### config.mk
export PLATFORM = sky130hd
export DESIGN_NAME = outputs_workload_dispatcher
export DESIGN_NICKNAME = d
export VERILOG_FILES = /design/src/rtl/outputs_workload_dispatcher_pkg.sv /design/src/rtl/outputs_workload_dispatcher_share_calc.sv /design/src/rtl/outputs_workload_dispatcher.sv
export SDC_FILE = /design/constraint.sdc
export NUM_CORES = 1
export LEC_CHECK = 0
export BUFFER_PORTS_ARGS = -buffer_cell sky130_fd_sc_hd__clkbuf_2
export CORE_UTILIZATION = 56
export DETAILED_ROUTE_END_ITERATION = 12
export GPL_TIMING_DRIVEN = 0
export PLACE_DENSITY_LB_ADDON = 0.05
export SYNTH_ARGS = -nofsm -noshare
export SYNTH_HDL_FRONTEND = slang
export SYNTH_SLANG_ARGS = --single-unit
### constraint.sdc
create_clock -name clk_i -period 8.2 [get_ports clk_i]
set_input_delay 1.23 -clock clk_i [delete_from_list [all_inputs] [get_ports clk_i]]
set_output_delay 1.23 -clock clk_i [all_outputs]
set_load 0.02 [all_outputs]
### src/rtl/outputs_workload_dispatcher_pkg.sv
// Shared definitions for the workload dispatcher: output-mode constants and FSM states.
package outputs_workload_pkg;

    localparam int e_outputs_replicate = 0;
    localparam int e_outputs_split     = 1;

    typedef enum logic [1:0] {
        e_idle,
        e_dispatch,
        e_wait_done,
        e_done
    } dispatch_state_e;

endpackage

### src/rtl/outputs_workload_dispatcher_share_calc.sv
// Combinational per-output share computation: replicate the size, or split it with the
// remainder going to the lowest-index outputs.
module workload_share_calc
    import outputs_workload_pkg::*;
#(
    parameter int size_width_p     = 16,
    parameter int num_out_p        = 4,
    parameter int outputs_config_p = e_outputs_split
) (
    input  logic [size_width_p-1:0]                size_i,
    output logic [num_out_p-1:0][size_width_p-1:0] share_o
);

    localparam logic [size_width_p-1:0] div_c = size_width_p'(num_out_p);

    logic [size_width_p-1:0] quot;
    logic [size_width_p-1:0] rem;

    always_comb begin
        quot    = size_i / div_c;
        rem     = size_i % div_c;
        share_o = '0;
        for (int i = 0; i < num_out_p; i++) begin
            if (outputs_config_p == e_outputs_replicate || num_out_p == 1) begin
                share_o[i] = size_i;
            end else begin
                share_o[i] = quot + ((size_width_p'(i) < rem) ? size_width_p'(1) : '0);
            end
        end
    end

endmodule

### src/rtl/outputs_workload_dispatcher.sv
// Accepts one {id, size} descriptor, hands a share to each output over valid/ready,
// then collects per-output completions and reports one completion for the workload.
//
// state       | meaning
// e_idle      | ready_o high, waiting for a descriptor
// e_dispatch  | presenting shares on outputs still in send_mask
// e_wait_done | all shares handed off, waiting for pend_mask to drain
// e_done      | one-cycle done_v_o with done_id_o
module outputs_workload_dispatcher
    import outputs_workload_pkg::*;
#(
    parameter int id_width_p       = 8,
    parameter int size_width_p     = 16,
    parameter int num_out_p        = 4,
    parameter int outputs_config_p = e_outputs_split,
    parameter int width_p          = id_width_p + size_width_p
) (
    input  logic                              clk_i,
    input  logic                              reset_i,
    input  logic                              v_i,
    input  logic [width_p-1:0]                data_i,
    output logic                              ready_o,
    output logic [num_out_p-1:0]              v_o,
    output logic [num_out_p-1:0][width_p-1:0] data_o,
    input  logic [num_out_p-1:0]              ready_i,
    input  logic [num_out_p-1:0]              done_v_i,
    output logic                              done_v_o,
    output logic [id_width_p-1:0]             done_id_o
);

    if (outputs_config_p != e_outputs_replicate && outputs_config_p != e_outputs_split) begin : g_bad_config
        $error("outputs_config_p must be 0 (replicate) or 1 (split)");
    end

    typedef struct packed {
        logic [id_width_p-1:0]   id;
        logic [size_width_p-1:0] size;
    } desc_t;

    desc_t                                 desc_in;
    dispatch_state_e                       state;
    logic [id_width_p-1:0]                 id_r;
    logic [num_out_p-1:0][size_width_p-1:0] share_c;
    logic [num_out_p-1:0][size_width_p-1:0] share_r;
    logic [num_out_p-1:0]                  send_mask;
    logic [num_out_p-1:0]                  pend_mask;
    logic [num_out_p-1:0]                  send_init;
    logic [num_out_p-1:0]                  send_next;
    logic [num_out_p-1:0]                  pend_next;

    assign desc_in = desc_t'(data_i);

    workload_share_calc #(
        .size_width_p     (size_width_p),
        .num_out_p        (num_out_p),
        .outputs_config_p (outputs_config_p)
    ) u_share_calc (
        .size_i  (desc_in.size),
        .share_o (share_c)
    );

    always_comb begin
        send_init = '0;
        for (int i = 0; i < num_out_p; i++) begin
            send_init[i] = (share_c[i] != '0);
        end
    end

    // A done only counts against a bit already pending, so a same-cycle handshake wins.
    assign send_next = send_mask & ~ready_i;
    assign pend_next = (pend_mask & ~done_v_i) | (send_mask & ready_i);

    assign v_o = send_mask;

    always_comb begin
        data_o = '0;
        for (int i = 0; i < num_out_p; i++) begin
            data_o[i] = {id_r, share_r[i]};
        end
    end

    always_ff @(posedge clk_i) begin
        if (reset_i) begin
            state     <= e_idle;
            id_r      <= '0;
            share_r   <= '0;
            send_mask <= '0;
            pend_mask <= '0;
            ready_o   <= 1'b1;
            done_v_o  <= 1'b0;
            done_id_o <= '0;
        end else begin
            done_v_o <= 1'b0;
            case (state)
                e_idle: begin
                    if (v_i && ready_o) begin
                        id_r      <= desc_in.id;
                        share_r   <= share_c;
                        send_mask <= send_init;
                        pend_mask <= '0;
                        ready_o   <= 1'b0;
                        if (send_init == '0) begin
                            state     <= e_done;
                            done_v_o  <= 1'b1;
                            done_id_o <= desc_in.id;
                        end else begin
                            state <= e_dispatch;
                        end
                    end
                end
                e_dispatch, e_wait_done: begin
                    send_mask <= send_next;
                    pend_mask <= pend_next;
                    if (send_next == '0 && pend_next == '0) begin
                        state     <= e_done;
                        done_v_o  <= 1'b1;
                        done_id_o <= id_r;
                    end else if (send_next == '0) begin
                        state <= e_wait_done;
                    end
                end
                e_done: begin
                    state   <= e_idle;
                    ready_o <= 1'b1;
                end
                default: begin
                    state   <= e_idle;
                    ready_o <= 1'b1;
                end
            endcase
        end
    end

endmodule

==> results of run 1 <==
## metrics by stage
| step | std cells | utilization, % | worst slack, ns | area, um^2 |
|---|---|---|---|---|
| 6_report | 860 | 70.37 | 4.121 | 5782 |
| 3_5_place_dp | 844 | 67.87 | 3.877 | 5577 |
| 4_1_cts | 860 | 70.37 | 4.242 | 5782 |
| 3_3_place_gp | 844 | 67.87 | 3.942 | 5577 |
| 2_1_floorplan | 605 | - | 4.471 | 4775 |
| 5_1_grt | 860 | 70.37 | 4.078 | 5782 |
## power by group
part | internal, mW | total, mW | switching [mW]
sequential | 0.517 | 0.577 | 0.0597
combinational | 0.277 | 0.786 | 0.508
clock | 0.152 | 0.316 | 0.163
total | 0.946 | 1.68 | 0.731
## cell type report
| class | count | area, um^2 |
|---|---|---|
| buffer | 80 | 442.9 |
| fill | 727 | 2435 |
| clock inverter | 5 | 63.81 |
| sequential | 87 | 1742 |
| tap | 105 | 131.4 |
| timing repair buffer | 134 | 670.6 |
| multi-input combinational | 425 | 2541 |
| clock buffer | 11 | 141.4 |
| inverter | 13 | 48.80 |
## layer usage
layer	part of all wire, %	wire length (um)	vias to the layer above	GRT usage (%)
li1	-	-	2353	-
met5	0	0	-	0
met3	7.0	967	21	4.773
met1	45	6260	2266	43.88
met2	46	6266	198	47.83
met4	1.9	266	0	11.15
## critical path, delay by kind of cell
family / cells / cell delay (ns)
AND/OR/NAND/NOR: 3 / 0.57
buffers and inverters: 3 / 0.43
adder cells (fa/ha/maj): 2 / 0.45
multiplexers: 1 / 0.31
AO/OA/AOI/OAI: 4 / 1.32
## logic make-up after synthesis
group,synth area share (%)
AOI/OAI and AO/OA,16.72
xor gates and xnor gates,6.257
adders and majority gates,2.366
buffers and inverters,10.33
DFF,36.59
muxes,4.417
other,0.07879
and+or+nand+nor,23.24
## state kept, by name, summed over array words and instances, names as in the netlist
| name | flops |
|---|---|
| pend_mask | 4 |
| id_r | 8 |
| done_v_o | 1 |
| v_o | 4 |
| state | 2 |
| data_o | 59 |
| done_id_o | 8 |
| ready_o | 1 |
## worst paths after layout
check | start | end | slack, ns | depth (start not counted)
min reg2reg | data_o[10]$_SDFFE_PP0P_ | data_o[10]$_SDFFE_PP0P_ | 0.46 | 2
min | data_o[10]$_SDFFE_PP0P_ | data_o[10]$_SDFFE_PP0P_ | 0.46 | 2
max reg2reg | state[0]$_SDFFE_PP0P_ | data_o[9]$_SDFFE_PP0P_ | 5.45 | 8
max | data_i[1] | done_id_o[0]$_SDFFE_PP0P_ | 4.12 | 13
## placed cells by master, fill, tap and decap left out, drive strengths merged, types with 13 or more instances in the layout
cell	n
a211oi	27
a21oi	42
buf	46
clkbuf	179
dfxtp	87
inv	14
nand2	73
nand3	13
nor2	72
nor3	26
o21ai	19
xnor2	27
==> metrics, run 1 <==
GR Util All Layers 31.18%; Setup TNS 0 ns; flops & latches, synth 87; worst vdd ir 0.0001507 V; Max Cap Viol 0; Die H 94.19 um; Via Count 4,838; most frequent cell after synthesis dfxtp_1; H-tree levels 3; post-layout minimum cycle time 4.079 ns; Max Fclk 245.2 MHz; Die W 94.19 um; insertion delay to the later sink of the worst-skew pair 0.36 ns; Mapped Area 4760 um^2; Worst EP required 8.45 ns; Hold Vio Cnt, Final 0; Yosys top cell area share 36.59%; Hold Path Class flip-flop to flip-flop; core area 8217 um^2; hold slack 0.4619 ns; cts hold-fix bufs 0; GPL Wtd Cong 0.9449; initial DRC count 376; Static Leak 2.481 nW; crit-path cells clkbuf_2 -> and2_1 -> ha_1 -> ha_1 -> and3_1 -> buf_2 -> a21o_1 -> a2111oi_2 -> nand4_1 -> o41ai_2 -> o211a_1 -> buf_6 -> mux2_4; DRC 0; grt total ovfl 0; Num CTS Buffers 9; Avg WL per Cell 16.00 um; Clock Pin Slew Worst Setup and Hold Paths 0.08 ns; Synth area leader dfxtp_1; clock tree buffer depth 2; post-synthesis cell type count 52; first-pass GRT wire length 21.44 mm; Synth async-reset ratio 0%; number of global-route vias before repair 4,274; Starting Density 57.93%; Top-Level Pins 145; PortBufs 134; Synth area leaders dfxtp_1 37%, nand2_1 5.8%, nor2_1 5.6%; Mapped Cells 601; # resized after CTS 0; ANT cells 0; Layout area overhead 21.48%; RSZ-0062 raised after global routing no; CTS tree built; Crit Path Category primary input to flip-flop; overall power 1.678 mW; synth cell count leaders 87 x dfxtp_1, 73 x nand2_1, 71 x nor2_1; Rel. slew slack 52.70%; Crit path largest cell delay 0.57 ns; register area share after synthesis 36.59%; Final Max Slew Viols 0; CP endpoint kind flip-flop; vias per cell 5.626; most frequent CP cell ha_1; largest net degree at the start of global routing 16; critical path peak fanout 8; CTS Sinks 87; EDFF count, synth 0; die area 8872 um^2; clock root buffer clkbuf_8; Post-CTS Setup Inserts 0; status completed; P per Cell Area 290.2 nW/um^2; syn avg cell area 7.919 um^2; ANT nets after route 0; Slew @ Worst Pin 0.7095 ns; final setup violation count 0; part of the cycle the worst path needs 49.75%; row cnt 33; share of cells above drive strength 1 27.68%; Critical-path top delay cell a2111oi_2; antenna violations before repair 0; Total Nets Final 794; clock skew 0.01106 ns; post-DP HPWL 10.64 mm; critical path startpoint category primary input; wirelength, routed 13.76 mm; Top FF cell, synth dfxtp_1; First-pass DRT Iterations 6; critical path data arrival time 4.33 ns; Ys Warns 0
Note: power is estimated with default switching activity, not from simulation.
==> inputs of run 2 (changes only) <==
ABC_AREA = 1   (was not set)
CORE_UTILIZATION = 52   (was 56)
clock period = 3.9 ns   (was 8.2 ns; I/O delays follow)
==> run 2 against run 1 <==
  * Die area is 10% higher
  * Synthesized cell count increased by 19%
  * Via count increased by 6.7%
  * Synthesized area increased by 2.3%
  * First-iteration DRC count decreased by 20%
  * Utilization fell by 3.4 points
  * Clock skew is 0.00065 ns higher
  * Total power rose by 140%
  * Register-to-register slack got worse by 4.1 ns
  * Clock power grew to 2.5 times the previous value
  * Wire length grew 4.4%
  * Worst setup slack worse by 3.2 ns
==> metrics, run 2 <==
most frequent cells in the layout 150 x nand2_1, 137 x clkbuf_2, 91 x inv_1; max reg flops 59; most frequent CP cell nor2_1; ANT nets after route 0; EDFF count, synth 0; Hold Vio Cnt, Final 0; Slew @ Worst Pin 0.6546 ns; # resized after CTS 0; post-synthesis cell type count 33; final setup violation count 0; critical path startpoint category primary input; P per Cell Area 675.3 nW/um^2; Final Util 67.01%; clock root buffer clkbuf_8; Max Fclk 336.1 MHz; Setup TNS 0 ns; Top FF cell, synth dfxtp_1; DRC 0; Critical-path top delay cell ha_1; vias per cell 5.260; Max Cap Viol 0; Top-Level Pins 145; Num CTS Buffers 9; part of the cycle the worst path needs 76.30%; Die H 98.77 um; CP Buf/Inv Count 2; share of cells above drive strength 1 25.43%; Total Nets Final 912; post-DP HPWL 11.41 mm; Power Internal 2.250 mW; Via Count 5,160; Rel. slew slack 56.36%; Mapped Area 4870 um^2; ANT cells 0; CTS Sinks 87; worst vdd ir 0.0003527 V; critical path data arrival time 3.23 ns; Die W 98.77 um; row cnt 34; synth cell count leaders 150 x nand2_1, 91 x inv_1, 87 x dfxtp_1; Mapped Cells 716; flops & latches, synth 87; cell area after layout 5958 um^2; CTS tree built; cts hold-fix bufs 0; Area after DPL 5705 um^2; post-layout minimum cycle time 2.976 ns; CP endpoint kind flip-flop; Synth async-reset ratio 0%; GPL Wtd Cong 0.9145; First-pass DRT Iterations 5; Net Sw Frac 44.08%; grt total ovfl 0; core area 8891 um^2; most frequent cell after synthesis nand2_1; number of global-route vias before repair 4,691; Static Leak 3.140 nW; Hold Path Class flip-flop to flip-flop; H-tree levels 3; Yosys top cell area share 35.77%; antenna violations before repair 0; register area share after synthesis 35.77%; Final Max Slew Viols 0; initial DRC count 299; most common cell after layout, fill and taps aside nand2_1; syn avg cell area 6.801 um^2; Avg WL per Cell 14.65 um; Crit path largest cell delay 0.32 ns; Post-CTS Setup Inserts 0; Layout area overhead 22.35%; GR Util All Layers 29.83%; overall power 4.024 mW; Synth area leader dfxtp_1; combinational share of power 47.2%; Worst EP required 4.16 ns; PortBufs 137; Seq pwr share 33.1%; crit-path cells clkbuf_2 -> or2_2 -> ha_1 -> ha_1 -> nor2_1 -> nand3_1 -> nor2_1 -> nand3_1 -> nor2_1 -> nand2_1 -> nor2_2 -> nand2_2 -> o21ai_4 -> nand2_4 -> buf_6 -> nor2_1 -> nor2_1; Starting Density 54.77%; crit-path leading delay family simple AND/OR/NAND/NOR gates; largest net degree at the start of global routing 16; critical path peak fanout 10; switching power 1.774 mW; die area 9756 um^2; worst reg2reg setup slack 1.36 ns; Crit Path Category primary input to flip-flop; wirelength, routed 14.37 mm; Synth area leaders dfxtp_1 36%, nand2_1 12%, o21ai_0 7.2%; insertion delay to the later sink of the worst-skew pair 0.36 ns; RSZ-0062 raised after global routing no; clock tree buffer depth 2; Ys Warns 0; # fillers 819; Clock Pin Slew Worst Setup and Hold Paths 0.09 ns; first-pass GRT wire length 22.98 mm; Clk pwr share 19.7%; clock skew 0.01170 ns; status completed
run 2: cell types whose count changed after synthesis, moves of 10 or more:
cell and change:
clkbuf_1 -11, nand2_1 +77, inv_1 +79, o21ai_0 +51, xnor2_1 -27, o21bai_1 +13, nor2_2 +10, o211ai_1 +17
a211oi_1 -21, nand3_1 +25, nor3_1 -24
run 2: metrics by stage:
stage          cells  setup WS [ns]  hold WS [ns]
2_1_floorplan    720          1.267        0.4315
5_1_grt          981         0.7466        0.4855
3_5_place_dp     965         0.6169        0.4541
4_1_cts          981         0.9773        0.4715
3_3_place_gp     965         0.6576        0.4429
6_report         981         0.9245        0.4669
run 2: final timing paths:
check / from / end / cells past startpoint
setup / recovery: data_i[0] / done_id_o[0]$_SDFFE_PP0P_ / 17
hold / removal: pend_mask[1]$_SDFFE_PP0P_ / pend_mask[1]$_SDFFE_PP0P_ / 2
setup reg to reg: state[0]$_SDFFE_PP0P_ / data_o[77]$_SDFFE_PP0P_ / 8
hold reg to reg: pend_mask[1]$_SDFFE_PP0P_ / pend_mask[1]$_SDFFE_PP0P_ / 2
run 2: cells by family (layout without fill, tap and decap cells):
| group | Yosys count | after routing | synth area share, % |
|---|---|---|---|
| compound gates | 152 | 152 | 18.17 |
| fa+ha+maj | 9 | 9 | 2.312 |
| buf+inv | 157 | 310 | 15.39 |
| xor+xnor | 3 | 3 | 0.5397 |
| flops | 87 | 87 | 35.77 |
| simple gates | 307 | 307 | 27.75 |
| other cells | 1 | 5 | 0.07701 |
run 2: power groups by stage:
stage / combinational [mW] / clock, mW / sequential, mW
floorplan: 0.993 / 0 / 1.63
CTS: 1.89 / 0.798 / 1.33
global placement: 1.84 / 0 / 1.33
global route: 2.08 / 0.833 / 1.37
detailed placement: 1.88 / 0 / 1.35
finish: 1.90 / 0.792 / 1.33
run 2: layout make-up:
type | instances | area [um^2] | area share (%)
inverters | 93 | 349.1 | 5.859
well taps | 108 | 135.1 | 2.268
clock inverters | 6 | 115.1 | 1.932
repair buffers | 137 | 685.7 | 11.51
multi-input cells | 476 | 2394 | 40.17
flip-flops and latches | 87 | 1742 | 29.23
clock buffers | 10 | 137.6 | 2.310
plain buffers | 64 | 400.4 | 6.720
run 2: layer usage:
layer / wire length [um] / track usage, % / vias to the layer above
li1: - / - / 2580
met1: 6320 / 37.88 / 2360
met2: 6784 / 50.40 / 194
met3: 955 / 5.957 / 26
met4: 309 / 10.33 / 0
met5: 0 / 0 / -
run 2: worst register-to-register path, stage by stage (launching register included):
cell and delay, ns:
dfxtp_1 0.32, inv_1 0.08, ha_1 0.25, inv_1 0.08, nor2_1 0.15, clkbuf_1 0.53
clkbuf_1 0.39, clkbuf_1 0.45, a21oi_1 0.15
==> inputs of run 3 (changes only) <==
clock period = 2.8 ns   (was 3.9 ns; I/O delays follow)
==> run 3 against run 2 <==
  * Flip-flop and latch count did not move
  * Count of clock-buffer cells in the layout stayed put
  * Sequential share of layout area is essentially flat
  * Total power grew 39%
  * Combinational power grew 39%
  * Global-route usage stayed put
  * Final cell count stayed put
==> metrics, run 3 (synthesized netlist as in run 2, its figures left out) <==
status completed; Hold Path Class primary input to flip-flop; clock skew 0.01192 ns; Via Count 5,170; initial DRC count 301; Crit path largest cell delay 0.31 ns; grt total ovfl 0; Worst EP required 3.06 ns; Top-Level Pins 145; switching power 2.470 mW; insertion delay to the later sink of the worst-skew pair 0.36 ns; Die W 98.77 um; Max Cap Viol 0; final setup violation count 0; Layout area overhead 22.56%; row cnt 34; GR Util All Layers 29.83%; combinational share of power 47.1%; Slew @ Worst Pin 0.6472 ns; GPL Wtd Cong 0.9145; Clock Pin Slew Worst Setup and Hold Paths 0.09 ns; CTS tree built; largest net degree at the start of global routing 16; overall power 5.605 mW; crit-path cells clkbuf_2 -> or2_2 -> ha_2 -> ha_1 -> nor2_2 -> nand3_1 -> nor2_1 -> nand3_1 -> nor2_2 -> nand2_1 -> nor2_2 -> nand2_2 -> o21ai_4 -> nand2_4 -> buf_6 -> nor2_1 -> nor2_1; antenna violations before repair 0; P per Cell Area 939.2 nW/um^2; core area 8891 um^2; Total Nets Final 912; clock root buffer clkbuf_8; critical path peak fanout 10; ANT cells 0; H-tree levels 3; clock tree buffer depth 2; Area after DPL 5705 um^2; PortBufs 137; post-layout minimum cycle time 2.646 ns; part of the cycle the worst path needs 94.51%; Net Sw Frac 44.07%; RSZ-0062 raised after global routing no; Crit Path Category primary input to flip-flop; placed cells 965; Hold Vio Cnt, Final 0; die area 9756 um^2; max reg flops 59; CP endpoint kind flip-flop; Avg WL per Cell 14.64 um; Die H 98.77 um; First-pass DRT Iterations 5; Rel. slew slack 56.86%; Num CTS Buffers 9; most common cell after layout, fill and taps aside nand2_1; Starting Density 54.77%; vias per cell 5.270; Post-Layout Cell Count 981; Power Internal 3.135 mW; Critical-path top delay cell ha_1; Static Leak 3.138 nW; Max Fclk 377.9 MHz; ANT nets after route 0; wirelength, routed 14.36 mm; worst vdd ir 0.0004917 V; Post-CTS Setup Inserts 0; first-pass GRT wire length 22.98 mm; Final Max Slew Viols 0; post-DP HPWL 11.41 mm; Seq pwr share 33.1%; Clk pwr share 19.7%; share of cells above drive strength 1 25.89%; cell area after layout 5968 um^2; CTS Sinks 87; DRC 0; # fillers 817; most frequent cells in the layout 150 x nand2_1, 137 x clkbuf_2, 91 x inv_1; critical path startpoint category primary input; critical path data arrival time 2.90 ns; number of global-route vias before repair 4,691
==> run 3: final timing paths <==
kind                                                start                   endpoint  slack, ns  depth (start not counted)
worst max-delay path                            data_i[1]  done_id_o[0]$_SDFFE_PP0P_       0.15                         17
worst min-delay path                              reset_i       ready_o$_SDFFE_PP1P_       0.30                          3
worst max register to register      state[0]$_SDFFE_PP0P_    data_o[77]$_SDFFE_PP0P_       0.28                          8
worst min register to register  pend_mask[1]$_SDFFE_PP0P_  pend_mask[1]$_SDFFE_PP0P_       0.47                          2
==> run 3: final cells by class <==
| cell class | count | area (um^2) | area share (%) |
|---|---|---|---|
| Clock buffer | 10 | 137.6 | 2.306 |
| Timing Repair Buffer | 137 | 685.7 | 11.49 |
| Sequential cell | 87 | 1742 | 29.18 |
| Clock inverter | 6 | 115.1 | 1.929 |
| Buffer | 64 | 400.4 | 6.709 |
| Tap cell | 108 | 135.1 | 2.264 |
| Multi-Input combinational cell | 476 | 2404 | 40.27 |
| Inverter | 93 | 349.1 | 5.849 |
==> run 3: repair_timing <==
| item | 4_1_cts | 5_1_grt |
|---|---|---|
| resized for setup | 0 | 4 |
| setup endpoints to repair | 0 | 9 |
| hold buffers | 0 | 0 |
| endpoints found under the hold margin | 0 | 0 |
==> run 3: metrics by stage <==
| stage | util (%) | setup slack (ns) | setup TNS, ns | hold WS [ns] |
|---|---|---|---|---|
| after global placement | 64.17 | -0.2774 | -2.119 | 0.4429 |
| after detailed placement | 64.17 | -0.3181 | -2.505 | 0.4541 |
| after floorplan | - | 0.3321 | 0 | 0.4315 |
| after CTS | 67.01 | 0.04234 | 0 | 0.3073 |
| final | 67.13 | 0.1537 | 0 | 0.3049 |
| after global routing | 67.13 | 0.003070 | 0 | 0.3205 |
==> run 3: power groups by stage <==
stage	Combinational, mW	Clock (mW)	Sequential, mW
final	2.64	1.11	1.86
after global routing	2.89	1.16	1.90
after CTS	2.63	1.11	1.85
after detailed placement	2.62	0	1.88
after global placement	2.56	0	1.85
after floorplan	1.38	0	2.27
==> run 3: critical path: cells and delay by family <==
family	cells	cell delay, ns
buffers and inverters	2	0.26
AND/OR/NAND/NOR	12	1.53
adder cells (fa/ha/maj)	2	0.53
AO/OA/AOI/OAI	1	0.15
==> run 3: metal layers <==
layer	vias up	wire length [um]	global-route usage [%]	part of all wire [%]
li1	2578	-	-	-
met1	2370	6353	37.88	44
met2	194	6776	50.40	47
met3	28	904	5.957	6.3
met4	0	327	10.33	2.3
met5	-	0	0	0
